## src/rtl/decode_stage.sv

```systemverilog
// Registered decode stage for the 16-bit ISA: decodes one instruction per cycle,
// inserts a load-use bubble, supports flush and a sticky halt.
module decode_stage #(
   parameter int unsigned DATA_W         = 16,
   parameter int unsigned ADDR_W         = 16,
   parameter int unsigned LINK_REG       = 15,
   parameter int unsigned LOAD_USE_STALL = 1,
   parameter int unsigned CNT_W          = 16
) (
   input  logic              clk,
   input  logic              rst_n,
   input  logic              i_if_valid,
   input  logic [15:0]       i_if_instr,
   input  logic [ADDR_W-1:0] i_if_pc,
   output logic              o_if_ready,
   input  logic              i_flush,
   input  logic              i_ex_ready,
   output logic              o_id_valid,
   output logic [ADDR_W-1:0] o_id_pc,
   output logic [3:0]        o_id_opcode,
   output logic [2:0]        o_id_cond,
   output logic [3:0]        o_id_rd,
   output logic [3:0]        o_id_rs,
   output logic [3:0]        o_id_rt,
   output logic [DATA_W-1:0] o_id_imm,
   output logic [5:0]        o_id_ctrl,
   output logic [1:0]        o_id_re,
   output logic              o_halted,
   output logic [CNT_W-1:0]  o_bubble_cnt
);

   logic [3:0]        w_opcode;
   logic [3:0]        w_rd;
   logic [3:0]        w_rs;
   logic [3:0]        w_rt;
   logic [DATA_W-1:0] w_imm;
   logic [5:0]        w_ctrl;
   logic [1:0]        w_re;
   logic              w_src_hit;
   logic              w_hazard;
   logic              w_if_ready;
   logic              w_take;

   logic              r_valid;
   logic [ADDR_W-1:0] r_pc;
   logic [3:0]        r_opcode;
   logic [2:0]        r_cond;
   logic [3:0]        r_rd;
   logic [3:0]        r_rs;
   logic [3:0]        r_rt;
   logic [DATA_W-1:0] r_imm;
   logic [5:0]        r_ctrl;
   logic [1:0]        r_re;
   logic              r_halted;
   logic [CNT_W-1:0]  r_bubble_cnt;

   assign w_opcode = i_if_instr[15:12];

   // Decode the incoming instruction word into indices, immediate and control.
   always_comb begin
      w_rd   = 4'd0;
      w_rs   = 4'd0;
      w_rt   = 4'd0;
      w_imm  = '0;
      w_ctrl = 6'b000000;
      w_re   = 2'b00;
      case (w_opcode)
         4'h0, 4'h1, 4'h2, 4'h3, 4'h4: begin
            w_rd   = i_if_instr[11:8];
            w_rs   = i_if_instr[7:4];
            w_rt   = i_if_instr[3:0];
            w_ctrl = 6'b000010;
            w_re   = 2'b11;
         end
         4'h5, 4'h6, 4'h7: begin
            w_rd   = i_if_instr[11:8];
            w_rs   = i_if_instr[7:4];
            w_imm  = {{(DATA_W-4){1'b0}}, i_if_instr[3:0]};
            w_ctrl = 6'b000010;
            w_re   = 2'b01;
         end
         4'h8: begin
            w_rd   = i_if_instr[11:8];
            w_rs   = i_if_instr[7:4];
            w_imm  = {{(DATA_W-4){i_if_instr[3]}}, i_if_instr[3:0]};
            w_ctrl = 6'b010110;
            w_re   = 2'b01;
         end
         4'h9: begin
            // Store data register lives in the rd field position.
            w_rs   = i_if_instr[7:4];
            w_rt   = i_if_instr[11:8];
            w_imm  = {{(DATA_W-4){i_if_instr[3]}}, i_if_instr[3:0]};
            w_ctrl = 6'b001000;
            w_re   = 2'b11;
         end
         4'hA: begin
            // LHB reads its destination to preserve the low byte.
            w_rd   = i_if_instr[11:8];
            w_rs   = i_if_instr[11:8];
            w_imm  = {{(DATA_W-8){1'b0}}, i_if_instr[7:0]};
            w_ctrl = 6'b000010;
            w_re   = 2'b01;
         end
         4'hB: begin
            w_rd   = i_if_instr[11:8];
            w_imm  = {{(DATA_W-8){i_if_instr[7]}}, i_if_instr[7:0]};
            w_ctrl = 6'b000010;
         end
         4'hC: begin
            w_imm  = {{(DATA_W-9){i_if_instr[8]}}, i_if_instr[8:0]};
            w_ctrl = 6'b100000;
         end
         4'hD: begin
            w_rd   = 4'(LINK_REG);
            w_imm  = {{(DATA_W-12){i_if_instr[11]}}, i_if_instr[11:0]};
            w_ctrl = 6'b000010;
         end
         4'hE: begin
            w_rs   = i_if_instr[7:4];
            w_ctrl = 6'b100000;
            w_re   = 2'b01;
         end
         default: begin
            w_ctrl = 6'b000001;
         end
      endcase
   end

   // Load-use hazard against the load currently held, plus the upstream ready.
   always_comb begin
      w_src_hit  = (w_re[0] && (w_rs == r_rd)) || (w_re[1] && (w_rt == r_rd));
      w_hazard   = (LOAD_USE_STALL != 0) && r_valid && r_ctrl[4] && (r_rd != 4'd0) && w_src_hit;
      w_if_ready = ~i_flush & ~r_halted & ~(r_valid & r_ctrl[0]) & ~w_hazard &
                   (~r_valid | i_ex_ready);
      w_take     = i_if_valid & w_if_ready;
   end

   // Pipeline register: flush beats accept beats drain; otherwise hold.
   always_ff @(posedge clk or negedge rst_n) begin
      if (!rst_n) begin
         r_valid  <= 1'b0;
         r_pc     <= '0;
         r_opcode <= 4'd0;
         r_cond   <= 3'd0;
         r_rd     <= 4'd0;
         r_rs     <= 4'd0;
         r_rt     <= 4'd0;
         r_imm    <= '0;
         r_ctrl   <= 6'd0;
         r_re     <= 2'd0;
      end else if (i_flush) begin
         r_valid <= 1'b0;
      end else if (w_take) begin
         r_valid  <= 1'b1;
         r_pc     <= i_if_pc;
         r_opcode <= w_opcode;
         r_cond   <= i_if_instr[11:9];
         r_rd     <= w_rd;
         r_rs     <= w_rs;
         r_rt     <= w_rt;
         r_imm    <= w_imm;
         r_ctrl   <= w_ctrl;
         r_re     <= w_re;
      end else if (i_ex_ready) begin
         r_valid <= 1'b0;
      end
   end

   // Sticky halt once HLT is handed over; count bubbles caused by the hazard.
   always_ff @(posedge clk or negedge rst_n) begin
      if (!rst_n) begin
         r_halted     <= 1'b0;
         r_bubble_cnt <= '0;
      end else if (!i_flush && !w_take && i_ex_ready) begin
         if (r_valid && r_ctrl[0]) begin
            r_halted <= 1'b1;
         end
         if (w_hazard && i_if_valid && (r_bubble_cnt != '1)) begin
            r_bubble_cnt <= r_bubble_cnt + CNT_W'(1);
         end
      end
   end

   assign o_if_ready   = w_if_ready;
   assign o_id_valid   = r_valid;
   assign o_id_pc      = r_pc;
   assign o_id_opcode  = r_opcode;
   assign o_id_cond    = r_cond;
   assign o_id_rd      = r_rd;
   assign o_id_rs      = r_rs;
   assign o_id_rt      = r_rt;
   assign o_id_imm     = r_imm;
   assign o_id_ctrl    = r_ctrl;
   assign o_id_re      = r_re;
   assign o_halted     = r_halted;
   assign o_bubble_cnt = r_bubble_cnt;

endmodule
```

## config.mk

```make
export PLATFORM = sky130hd
export DESIGN_NAME = decode_stage
export DESIGN_NICKNAME = d
export VERILOG_FILES = /design/src/rtl/decode_stage.sv
export SDC_FILE = /design/constraint.sdc
export NUM_CORES = 1
export LEC_CHECK = 0
export ABC_CLOCK_PERIOD_IN_PS = 2500
export CORE_MARGIN = 3
export CORE_UTILIZATION = 55
export CTS_CLUSTER_SIZE = 16
export DETAILED_ROUTE_END_ITERATION = 10
export DONT_BUFFER_PORTS = 1
export PLACE_DENSITY = 0.73
export SLEW_MARGIN = 20
export SYNTH_ARGS = -nofsm -noshare
export SYNTH_HDL_FRONTEND = slang
export SYNTH_SLANG_ARGS = --single-unit
```

## constraint.sdc

```tcl
create_clock -name clk -period 2.5 [get_ports clk]
set_input_delay 0.5 -clock clk [delete_from_list [all_inputs] [get_ports clk]]
set_output_delay 0.5 -clock clk [all_outputs]
set_load 0.02 [all_outputs]
```

After elaboration in Yosys (flattened, before gate mapping)
Index checks and enable logic that the tools add are counted.
Widths: inputs -> output; s select.
- bits in registers: 77
- input bits: 37
- output and inout bits: 78
- mux-type cells: 9
- reduce and logical (&&, ||, !) cells: 28
- $add $sub $neg: 1
- bitwise operators: 12
- equality and inequality tests: 17
- operators with widths (operator ; count):
    $pmux 16 s6 ; 1
    $reduce_or 11->1 ; 3
    $eq 4x4->1 const B ; 7
    $pmux 4 s2 ; 3
    $pmux 6 s4 ; 1
    $add 16x1->16 const B ; 1
    $eq 4x3->1 const B ; 4
    $ne 16x16->1 const B ; 1
    $reduce_or 6->1 ; 2
    $logic_and 1x1->1 ; 10
    $eq 4x2->1 const B ; 2
    $eq 4x4->1 ; 2
    $and 1x1->1 ; 6
    $reduce_and 2->1 ; 3
    $not 1->1 ; 5
    $reduce_or 5->1 ; 1
    $eq 4x1->1 const B ; 1
    $logic_not 4->1 ; 1
    $pmux 2 s2 ; 1
    $reduce_bool 4->1 ; 1
    $reduce_or 2->1 ; 2
    $mux 1 ; 3
    $reduce_bool 3->1 ; 1
    $reduce_or 3->1 ; 1
    3 further kinds ; 4

Logic depth before layout (Yosys ltp)
Gate-level depths: netlist of run 1.
- depth after elaboration: 15
- mapped depth: 11

Worst setup path before layout of run 1
Ideal clock, no wire load.
- path kind: input-to-reg
- start: input i_if_instr[12]
- end: register r_cond[0] (netlist: o_id_cond[0])
- stages on the path: 10
- arrival time: 2.464 ns
- setup slack: -0.089 ns
- cell sequence: buf_6 -> or4b_1 -> o211ai_1 -> xnor2_1 -> nor4_4 -> nand2_1 -> nand4_2 -> buf_12 -> buf_12 -> mux2_4
- word-level cells in the longest chain between the ends: 12
- elaborated cells between the ends (all ways): 30
- those cells by class: eq/ne (13); mux (3); bitwise (4); reduce/logical (10)
- RTL lines (item ; RTL line ; RTL):
    start: declaration ; 13 ; input logic [15:0] i_if_instr,
    $eq 4x4->1 (tied with other cells) ; 67 ; case (w_opcode)
    $reduce_or 11->1 (no source line) / $reduce_or 5->1 (equally long branches) ; n/a ;
    $pmux 4 s2 ; 67 ;
    $eq 4x4->1 ; 132 ; w_src_hit = (w_re[0] && (w_rs == r_rd)) || (w_re[1] && (w_rt == r_rd));
    $logic_and 1x1->1 ; 132 ;
    $logic_or 1x1->1 * ; 132 ;
    $logic_and 1x1->1 * ; 133 ; w_hazard = (LOAD_USE_STALL != 0) && r_valid && r_ctrl[4] && (r_rd != 4'd0) && w_src_hit;
    $not 1->1 * ; 134 ; w_if_ready = ~i_flush & ~r_halted & ~(r_valid & r_ctrl[0]) & ~w_hazard &
    $and 1x1->1 * (2 in a row) ; 134 ;
    $and 1x1->1 * ; 136 ; w_take = i_if_valid & w_if_ready;
    $reduce_and 2->1 (no source line) * ; n/a ;
    end signal: assignment ; 158 ; r_cond <= i_if_instr[11:9];
    end: declaration ; 47 ; logic [2:0] r_cond;
Mark *: on every way between the ends. The rest lies on a longest branch, timed or not.
A chain may end at the register's enable or synchronous reset.

Worst setup path after layout of run 1
- start: input i_if_instr[15]
- end: output o_if_ready
- word-level cells in the longest chain between the ends: 10
- elaborated cells between the ends (all ways): 28
- those cells by class: eq/ne (13); mux (3); bitwise (3); reduce/logical (9)
- RTL lines (item ; RTL line ; RTL):
    $eq 4x4->1 (tied with other cells) ; 67 ;
    $reduce_or 11->1 (no source line) / $reduce_or 5->1 (equally long branches) ; n/a ;
    $pmux 4 s2 ; 67 ;
    $eq 4x4->1 ; 132 ;
    $logic_and 1x1->1 ; 132 ;
    $logic_or 1x1->1 * ; 132 ;
    $logic_and 1x1->1 * ; 133 ;
    $not 1->1 * ; 134 ;
    $and 1x1->1 * (2 in a row) ; 134 ;
    end: declaration ; 15 ; output logic o_if_ready,
Marked as above.

==> flow_metrics.env, run 1 <==
export IMPL_synthAdderAreaFrac_pct=0.317
export IMPL_power_internal_mw=2.16
export IMPL_htreeDepth=3
export IMPL_dr_total_vias=2806
export IMPL_grt_pass1_vias=2740
export IMPL_synth_warnings=0
export IMPL_synth_top_family_by_area="multiplexers"
export IMPL_routed_via_density=5.71
export IMPL_postRouteWirelength_mm=9.07
export IMPL_chipHeight_um=90.7
export IMPL_numCtsBuffers=9
export IMPL_dpl_hpwl_mm=6.29
export IMPL_rsz0062_at_grt="true"
export IMPL_p_comb_share_pct=15.8
export IMPL_grt_max_degree=73
export IMPL_synthSimpleGateAreaFrac_pct=16.6
export IMPL_ant_nets=0
export IMPL_hold_class="input port to asynchronous set/reset pin"
export IMPL_wire_per_inst_um=18.5
export IMPL_busiest_layer="met2"
export IMPL_first_pass_iters=4
export IMPL_worst_slack_ns=-0.0152
export IMPL_power_density_mw_per_mm2=678
export IMPL_fillers=523
export IMPL_synth_seq_cells=72
export IMPL_synth_async_reset_ratio_pct=100
export IMPL_cts_tree="built"
export IMPL_synth_compound_area_share_pct=7.55
export IMPL_path_clk_slew_ns=0.07
export IMPL_hold_viol_final=0
export IMPL_clkPwrFrac_pct=32.8
export IMPL_fin_total_pwr_mw=3.10
export IMPL_most_common_layout_cells="71 x dfrtp_1, 49 x buf_4, 34 x mux2_4"
export IMPL_synthMuxAreaShare_pct=18.5
export IMPL_ys_seq_area_share_pct=45.7
export IMPL_use_met3_pct=7.83
export IMPL_crit_path_end_kind="output pin"
export IMPL_critPathMaxFanout=35
export IMPL_switching_share_pct=30.3
export IMPL_synth_edff_count=0
export IMPL_fin_skew_ns=0.0145
export IMPL_synth_area_per_cell_um2=11.3
export IMPL_synth_net_count=387
export IMPL_setup_violations=1
export IMPL_gp_congestion=0.875
export IMPL_mostFrequentLayoutCell="dfrtp_1"
export IMPL_drt_initial_drc_count=256
export IMPL_slew_headroom_pct=38.3
export IMPL_fmax_ghz=0.398
export IMPL_status="complete, but fails checks"
export IMPL_grtUsageMet1_pct=29.4
export IMPL_clock_latency_ns=0.35
export IMPL_pin_count=115
export IMPL_worstPathArrival_ns=2.02
export IMPL_period_minus_slack_ns=2.52
export IMPL_pwr_share_seq_pct=51.4
export IMPL_overflow=0
export IMPL_grt_antenna_before_repair=0
export IMPL_use_met2_pct=33.5
export IMPL_cts_sinks=72
export IMPL_synthFlopType="dfrtp_1"
export IMPL_slew_violations=0
export IMPL_synthCells=349
export IMPL_cts_root_buf="clkbuf_8"
export IMPL_cts_max_path_buffers=2
export IMPL_synth_xor_area_share_pct=4.22
export IMPL_die_area_mm2=0.00822
export IMPL_drive_gt1_share_pct=29.9
export IMPL_drc=0
export IMPL_switchingPower_uw=941
export IMPL_tightest_slew_ns=0.925
export IMPL_worstSetupPathType="input port to output pin"
export IMPL_syn2layout_area_growth_pct=16.0
export IMPL_fin_area_mm2=0.00458
export IMPL_required_ns=2.00
export IMPL_rows=30
export IMPL_finalNetCount=429
export IMPL_syn_area_mm2=0.00394
export IMPL_min_period_over_period_pct=101
export IMPL_diodes=0
export IMPL_failed_checks="negative setup slack"
export IMPL_dpl_instance_area_mm2=0.00418
export IMPL_start_util_pct=57.4
export IMPL_p_leak_nw=2.31
export IMPL_netlist_cell_type_count=57
export IMPL_die_w_um=90.7
export IMPL_grt_pass1_wl_mm=14.5
export IMPL_core_mm2=0.00687
export IMPL_grt_usage_pct=22.4
export IMPL_ir_drop_uv=395
export IMPL_reg2reg_slack_ns=0.21
export IMPL_max_cap_viol_count=0
export IMPL_numPortBuffers=0
export IMPL_startpoint_type="input port"
==> synth_stat cells, types with 7 or more instances <==
| cell type | number | share of area (%) |
|---|---|---|
| nor2_1 | 18 | 1.7 |
| xor2_1 | 11 | 2.4 |
| inv_1 | 19 | 1.8 |
| and3_1 | 7 | 1.1 |
| nand2_1 | 32 | 3.0 |
| a21oi_1 | 14 | 1.8 |
| o21ai_0 | 9 | 1.1 |
| mux2_4 | 34 | 13 |
| clkbuf_1 | 7 | 0.67 |
| nand2b_1 | 7 | 1.1 |
| xnor2_1 | 8 | 1.8 |
| nand3_1 | 9 | 1.1 |
| mux2i_1 | 15 | 3.8 |
| dfrtp_1 | 72 | 46 |
==> sequential cells by signal, summed over array words and instances, names as in the netlist, 3 cells and up <==
signal	count
o_id_imm	12
o_bubble_cnt	16
o_id_ctrl	5
o_id_pc	16
o_id_rs	4
o_id_rt	4
o_id_cond	3
o_id_rd	4
o_id_opcode	4
==> critical path, cell delays in order <==
cell,delay [ns]
or4b_1,0.51
o211ai_1,0.17
xnor2_1,0.15
nor4_4,0.35
nand2_2,0.10
and3_4,0.23
==> cell type report <==
type,count,area (µm²),share of cell area (%)
Tap cell,96,120,2.63
Clock inverter,5,81.3,1.78
Timing Repair Buffer,55,487,10.6
Sequential cell,72,1800,39.4
Clock buffer,10,138,3.01
Inverter,19,71.3,1.56
Multi-Input combinational cell,234,1880,41.0
==> what timing repair did <==
action                                  CTS  global route
buffers inserted                         15             3
hold buffers                              1             0
endpoints found under the hold margin    72             0
resized for setup                         3             1
endpoints found under the setup margin    1            22
pin swaps                                 3             4
==> power by group through the flow <==
stage                     registers, mW  clock network, mW  logic, mW
after CTS                          1.60               1.03      0.491
final                              1.60               1.02      0.489
after global routing               1.61               1.09      0.536
after global placement             1.61                  0      0.422
after detailed placement           1.62                  0      0.436
after floorplan                    1.58                  0      0.386
==> metrics by stage <==
| step | hold slack, ns | std cells | setup TNS (ns) | setup WS [ns] | util, % |
|---|---|---|---|---|---|
| finish | 0.0353 | 491 | -0.0152 | -0.0152 | 66.6 |
| detailed placement | 0.206 | 458 | -4.67 | -0.118 | 60.8 |
| global route | 0.0386 | 491 | -0.0854 | -0.0854 | 66.6 |
| floorplan | 0.204 | 349 | -2.26 | -0.0660 | - |
| CTS | 0.0422 | 489 | 0 | 0.00101 | 66.2 |
| global placement | 0.206 | 458 | -3.25 | -0.0837 | 60.8 |
==> final timing paths <==
| check | from | end | depth (start not counted) |
|---|---|---|---|
| max | i_if_instr[15] | o_if_ready | 6 |
| min reg2reg | o_bubble_cnt[11]$_DFFE_PN0P_ | o_bubble_cnt[11]$_DFFE_PN0P_ | 2 |
| max in group asynchronous | rst_n | o_id_rd[3]$_DFFE_PN0P_ | 1 |
| max reg2reg | o_id_rd[0]$_DFFE_PN0P_ | o_id_opcode[2]$_DFFE_PN0P_ | 9 |
| min | rst_n | o_id_rd[1]$_DFFE_PN0P_ | 1 |
| min in group clk | i_flush | o_id_valid$_DFFE_PN0P_ | 1 |
==> layer usage <==
| layer | wire length [µm] | share of wire [%] |
|---|---|---|
| met5 | 0 | 0 |
| met4 | 244 | 2.7 |
| met3 | 763 | 8.4 |
| met2 | 4190 | 46 |
| met1 | 3870 | 43 |
==> cells by family after synthesis <==
| kind of cell | count (synthesis) |
|---|---|
| fa+ha+maj | 1 |
| buf+inv | 43 |
| simple gates | 114 |
| xor+xnor | 19 |
| mux | 55 |
| flops | 72 |
| compound gates | 45 |
Power figures use the tool's default switching activity.
==> run 2, diff against run 1 <==
--- a/config.mk
+++ b/config.mk
@@ -6,9 +6,8 @@
 export NUM_CORES = 1
 export LEC_CHECK = 0
 export ABC_CLOCK_PERIOD_IN_PS = 2500
-export CORE_MARGIN = 3
 export CORE_UTILIZATION = 55
-export CTS_CLUSTER_SIZE = 16
+export CTS_CLUSTER_SIZE = 24
 export DETAILED_ROUTE_END_ITERATION = 10
 export DONT_BUFFER_PORTS = 1
 export PLACE_DENSITY = 0.73
==> run 2 against run 1 <==
Net effect:
- the flow now finishes without violations
- worst setup slack improved by 0.028 ns
- flip-flop and latch count did not move
- register-to-register slack got worse by 0.02 ns
- sequential share of layout area rose by 1.8 points
- clock power barely moved
- wire length fell by 7.5%
- clock-buffer cell count rose by 1
- core utilization fell by 2.9 points
- final area fell by 4.4%
- fmax rose by 1.1%
- hold slack got worse by 0.021 ns
- largest power group unchanged
==> flow_metrics.env, run 2 (synthesis gave the netlist of run 1 again) <==
export IMPL_routed_via_density=5.77
export IMPL_startpoint_type="input port"
export IMPL_finalNetCount=402
export IMPL_first_pass_iters=4
export IMPL_worstPathArrival_ns=1.99
export IMPL_max_cap_viol_count=0
export IMPL_drt_initial_drc_count=203
export IMPL_overflow=0
export IMPL_ir_drop_uv=369
export IMPL_dp_worst_setup_slack_ns=-0.0697
export IMPL_required_ns=2.00
export IMPL_status="finished, final reports clean"
export IMPL_cts_root_buf="clkbuf_8"
export IMPL_fmax_ghz=0.402
export IMPL_slew_violations=0
export IMPL_min_period_over_period_pct=99.5
export IMPL_gp_congestion=0.846
export IMPL_cp_slowest_stage_delay_ns=0.51
export IMPL_grt_usage_pct=23.1
export IMPL_pin_count=115
export IMPL_hold_class="input port to asynchronous set/reset pin"
export IMPL_cp_startpoint="i_if_instr[15]"
export IMPL_drive_gt1_share_pct=24.9
export IMPL_critPathMaxFanout=35
export IMPL_syn2layout_area_growth_pct=10.9
export IMPL_p_leak_nw=2.18
export IMPL_slew_headroom_pct=39.7
export IMPL_rsz0062_at_grt="true"
export IMPL_htreeDepth=3
export IMPL_power_density_mw_per_mm2=709
export IMPL_crit_path_end_kind="output pin"
export IMPL_crit_reg2reg_capture="o_bubble_cnt[1]$_DFFE_PN0P_"
export IMPL_grt_max_degree=73
export IMPL_cts_max_path_buffers=2
export IMPL_clock_latency_ns=0.34
export IMPL_core_mm2=0.00687
export IMPL_cp_slowest_cell="or4b_1"
export IMPL_fin_skew_ns=0.00983
export IMPL_hold_viol_final=0
export IMPL_wire_per_inst_um=18.0
export IMPL_diodes=0
export IMPL_tightest_slew_ns=0.905
export IMPL_ant_nets=0
export IMPL_dpl_hpwl_mm=5.89
export IMPL_mostFrequentLayoutCell="dfrtp_1"
export IMPL_grt_pass1_wl_mm=13.1
export IMPL_chipHeight_um=86.7
export IMPL_numCtsBuffers=9
export IMPL_dr_total_vias=2685
export IMPL_reg2reg_slack_ns=0.19
export IMPL_grt_pass1_vias=2521
export IMPL_rr_worst_depth=7
export IMPL_start_util_pct=57.4
export IMPL_cts_tree="built"
export IMPL_drc=0
export IMPL_path_clk_slew_ns=0.08
export IMPL_rows=30
export IMPL_r2r_start="o_bubble_cnt[11]$_DFFE_PN0P_"
export IMPL_die_w_um=86.7
export IMPL_postRouteWirelength_mm=8.39
export IMPL_worst_slack_ns=0.0126
export IMPL_numPortBuffers=0
export IMPL_worstSetupPathType="input port to output pin"
export IMPL_tns_ns=0
export IMPL_path_cells="or4b_1 -> o211ai_1 -> xnor2_1 -> nor4_4 -> nand2_2 -> and3_4"
export IMPL_post_cts_buffers=0
export IMPL_cts_sinks=72
export IMPL_grt_antenna_before_repair=0
export IMPL_period_minus_slack_ns=2.49
export IMPL_most_common_layout_cells="72 x dfrtp_1, 34 x mux2_4, 31 x nand2_1"
export IMPL_setup_violations=0
export IMPL_die_area_mm2=0.00751
-- run 2: routing by layer --
metal  global-route usage (%)  vias up  part of all wire, %
met1                     31.7     1310                   44
met4                     10.6        0                  1.9
met3                     6.95       13                  8.5
met5                        0        -                    0
met2                     33.8      120                   46
li1                         -     1242                    -
-- run 2: what timing repair did --
item                                   CTS  global route
cloned                                   0             0
pin swaps                                0             2
hold buffers                             1             0
endpoints found under the hold margin   72             0
setup endpoints to repair                1             3
resized for setup                        2             1
-- run 2: power breakdown --
part,switching [mW],leakage [nW],internal (mW)
Clock,0.436,0.119,0.615
Sequential,0.286,0.909,1.30
Combinational,0.209,1.15,0.253
Total,0.931,2.18,2.17
-- run 2: worst max-delay path by stage --
stage,to,slack [ns],cells after the start
after floorplan,o_id_cond[0]$_DFFE_PN0P_,-0.07,10
after global placement,o_if_ready,-0.04,6
after detailed placement,o_id_pc[2]$_DFFE_PN0P_,-0.07,8
after CTS,o_if_ready,0.02,6
after global routing,o_if_ready,-0.07,6
final,o_if_ready,0.01,6
-- run 2: critical path: cells and delay by family --
kind                      cells  cell delay, ns
and+or+nand+nor               4            1.18
AOI/OAI and AO/OA             1            0.15
xor gates and xnor gates      1            0.15
-- run 2: layout make-up --
class                   count  area, µm²
clock buffers              11        151
clock inverters             5       78.8
fillers                   547       2490
inverters                  19       71.3
multi-input cells         234       1880
flip-flops and latches     72       1800
well taps                  96        120
repair buffers             28        268
-- run 2: metrics by stage --
| step | util [%] | hold slack [ns] | total power, mW | std cells | instance area [µm²] |
|---|---|---|---|---|---|
| finish | 63.7 | 0.0140 | 3.10 | 465 | 4370 |
| global route | 63.7 | 0.0425 | 3.25 | 465 | 4370 |
| CTS | 63.6 | 0.0406 | 3.13 | 465 | 4370 |
| detailed placement | 59.7 | 0.206 | 2.05 | 448 | 4100 |
| global placement | 59.7 | 0.206 | 2.03 | 448 | 4100 |
| floorplan | - | 0.204 | 1.97 | 349 | 3960 |
==> run 3, diff against run 2 <==
--- a/config.mk
+++ b/config.mk
@@ -6,6 +6,7 @@
 export NUM_CORES = 1
 export LEC_CHECK = 0
 export ABC_CLOCK_PERIOD_IN_PS = 2500
+export CORE_ASPECT_RATIO = 2
 export CORE_UTILIZATION = 55
 export CTS_CLUSTER_SIZE = 24
 export DETAILED_ROUTE_END_ITERATION = 10
==> run 3 against run 2 <==
Net effect:
- highest routed layer unchanged
- largest power group unchanged
- cell count up 0.22%
- flip-flop and latch count is the same
- largest cell class unchanged
- worst setup slack improved by 0.015 ns
- register-to-register slack gained 0.02 ns
- first-iteration DRC count decreased by 33%
- critical path depth unchanged
- via count grew 0.71%
==> flow_metrics.env, run 3 (synthesis gave the netlist of run 1 again) <==
export IMPL_crit_path_end_kind="output pin"
export IMPL_grt_max_degree=73
export IMPL_rows=43
export IMPL_grt_antenna_before_repair=0
export IMPL_mostFrequentLayoutCell="dfrtp_1"
export IMPL_core_mm2=0.00694
export IMPL_fin_area_mm2=0.00454
export IMPL_cts_root_buf="clkbuf_16"
export IMPL_max_cap_viol_count=0
export IMPL_holdWs_ns=0.0512
export IMPL_ant_nets=0
export IMPL_period_minus_slack_ns=2.47
export IMPL_dpl_instance_area_mm2=0.00415
export IMPL_finalNetCount=410
export IMPL_fin_skew_ns=0.00511
export IMPL_cp_slowest_stage_delay_ns=0.50
export IMPL_first_pass_iters=4
export IMPL_chipHeight_um=122
export IMPL_tightest_slew_ns=0.925
export IMPL_path_delay_family="simple AND/OR/NAND/NOR gates"
export IMPL_grt_pass1_vias=2779
export IMPL_crit_path_end="o_if_ready"
export IMPL_cp_slowest_cell="or4b_1"
export IMPL_reg2reg_slack_ns=0.21
export IMPL_clock_latency_ns=0.34
export IMPL_numCtsBuffers=9
export IMPL_p_leak_nw=2.27
export IMPL_fmax_ghz=0.404
export IMPL_cts_max_path_buffers=2
export IMPL_slew_violations=0
export IMPL_path_cells="or4b_1 -> o211ai_1 -> xnor2_2 -> nor4_4 -> nand2_2 -> and3_4"
export IMPL_critPathMaxFanout=31
export IMPL_r2r_start="o_id_rd[0]$_DFFE_PN0P_"
export IMPL_cts_sinks=72
export IMPL_htreeDepth=3
export IMPL_startpoint_type="input port"
export IMPL_postRouteWirelength_mm=9.04
export IMPL_drt_initial_drc_count=137
export IMPL_worstPathArrival_ns=1.97
export IMPL_cts_tree="built"
export IMPL_fin_util_pct=65.5
export IMPL_hold_class="input port to asynchronous set/reset pin"
export IMPL_die_w_um=61.9
export IMPL_drc=0
export IMPL_fin_total_pwr_mw=3.39
export IMPL_ir_drop_uv=582
export IMPL_grt_pass1_wl_mm=14.0
export IMPL_crit_cells=6
export IMPL_path_clk_slew_ns=0.05
export IMPL_syn2layout_area_growth_pct=15.2
export IMPL_pin_count=115
export IMPL_dr_total_vias=2704
export IMPL_numPortBuffers=0
export IMPL_critPathBufInv=0
export IMPL_setup_violations=0
export IMPL_grt_usage_pct=26.1
export IMPL_min_period_over_period_pct=98.9
export IMPL_die_area_mm2=0.00753
export IMPL_routed_via_density=5.80
export IMPL_start_util_pct=56.8
export IMPL_drive_gt1_share_pct=27.4
export IMPL_rr_worst_depth=10
export IMPL_required_ns=2.00
export IMPL_crit_reg2reg_capture="o_bubble_cnt[9]$_DFFE_PN0P_"
export IMPL_status="finished, final reports clean"
export IMPL_overflow=0
export IMPL_tns_ns=0
export IMPL_slew_headroom_pct=38.3
export IMPL_rsz0062_at_grt="true"
export IMPL_cp_startpoint="i_if_instr[13]"
export IMPL_hold_viol_final=0
export IMPL_dpl_hpwl_mm=6.60
export IMPL_power_density_mw_per_mm2=747
export IMPL_worstSetupPathType="input port to output pin"
export IMPL_gp_congestion=0.871
export IMPL_wire_per_inst_um=19.4
export IMPL_most_common_layout_cells="71 x dfrtp_1, 34 x mux2_4, 31 x nand2_1, 31 x buf_4, 19 x inv_1"
export IMPL_diodes=0
==> run 3: cell count changes in the layout (fill, tap and decap cells not counted), sizes merged <==
cell / delta
buf: +8
clkinvlp: +1
clkbuf: +2
bufinv: -1
clkinv: -3
==> run 3: how the worst min path moves through the flow <==
stage / cells past startpoint / slack, ns / from / to
2_1_floorplan: 0 / 0.20 / rst_n / o_bubble_cnt[0]$_DFFE_PN0P_
3_3_place_gp: 0 / 0.21 / rst_n / o_id_pc[10]$_DFFE_PN0P_
3_5_place_dp: 0 / 0.21 / rst_n / o_id_pc[10]$_DFFE_PN0P_
4_1_cts: 1 / 0.07 / rst_n / o_id_ctrl[3]$_DFFE_PN0P_
5_1_grt: 1 / 0.07 / rst_n / o_id_pc[2]$_DFFE_PN0P_
6_report: 1 / 0.05 / rst_n / o_id_pc[4]$_DFFE_PN0P_
==> run 3: timing repair <==
| item | CTS | global route |
|---|---|---|
| endpoints found under the setup margin | 1 | 4 |
| hold buffers | 1 | 0 |
| cloned | 0 | 0 |
| hold endpoints to repair | 72 | 0 |
| resized for setup | 4 | 4 |
| buffers inserted | 1 | 1 |
| pin swaps | 1 | 5 |
==> run 3: routing by layer <==
metal	part of all wire, %	track usage, %	wire, µm	vias to the layer above
met5	0	0	0	-
met3	7.2	8.60	647	16
li1	-	-	-	1263
met1	34	26.6	3110	1321
met2	56	45.6	5040	104
met4	2.7	12.1	240	0
==> run 3: per-stage QoR <==
stage               worst slack [ns]  instances
finish                        0.0276        466
detailed placement            -0.168        448
floorplan                    -0.0660        349
CTS                           0.0167        465
global placement             -0.0741        448
global route                 -0.0580        466
==> run 3: final cells by class <==
type	instances	area, µm²
Fill cell	526	2400
Multi-Input combinational cell	234	1910
Sequential cell	72	1800
Timing Repair Buffer	36	340
Clock buffer	13	270
Tap cell	90	113
Inverter	19	71.3
Clock inverter	2	37.5
==> run 3: worst reg2reg max path, cell delays in order, from the launching register on <==
cell and delay, ns:
dfrtp_1 0.45, buf_4 0.20, o2111ai_1 0.08, o311ai_1 0.19, nor4_4 0.27, buf_4 0.15, buf_4 0.09, a22oi_2 0.08
buf_12 0.16, nor4_1 0.34, xor2_1 0.20
==> run 3: power breakdown <==
part	total, mW	leakage (nW)	switching [mW]	internal [mW]
Sequential	1.60	0.908	0.292	1.31
Clock	1.31	0.148	0.461	0.848
Combinational	0.487	1.21	0.219	0.268
Total	3.39	2.27	0.972	2.42
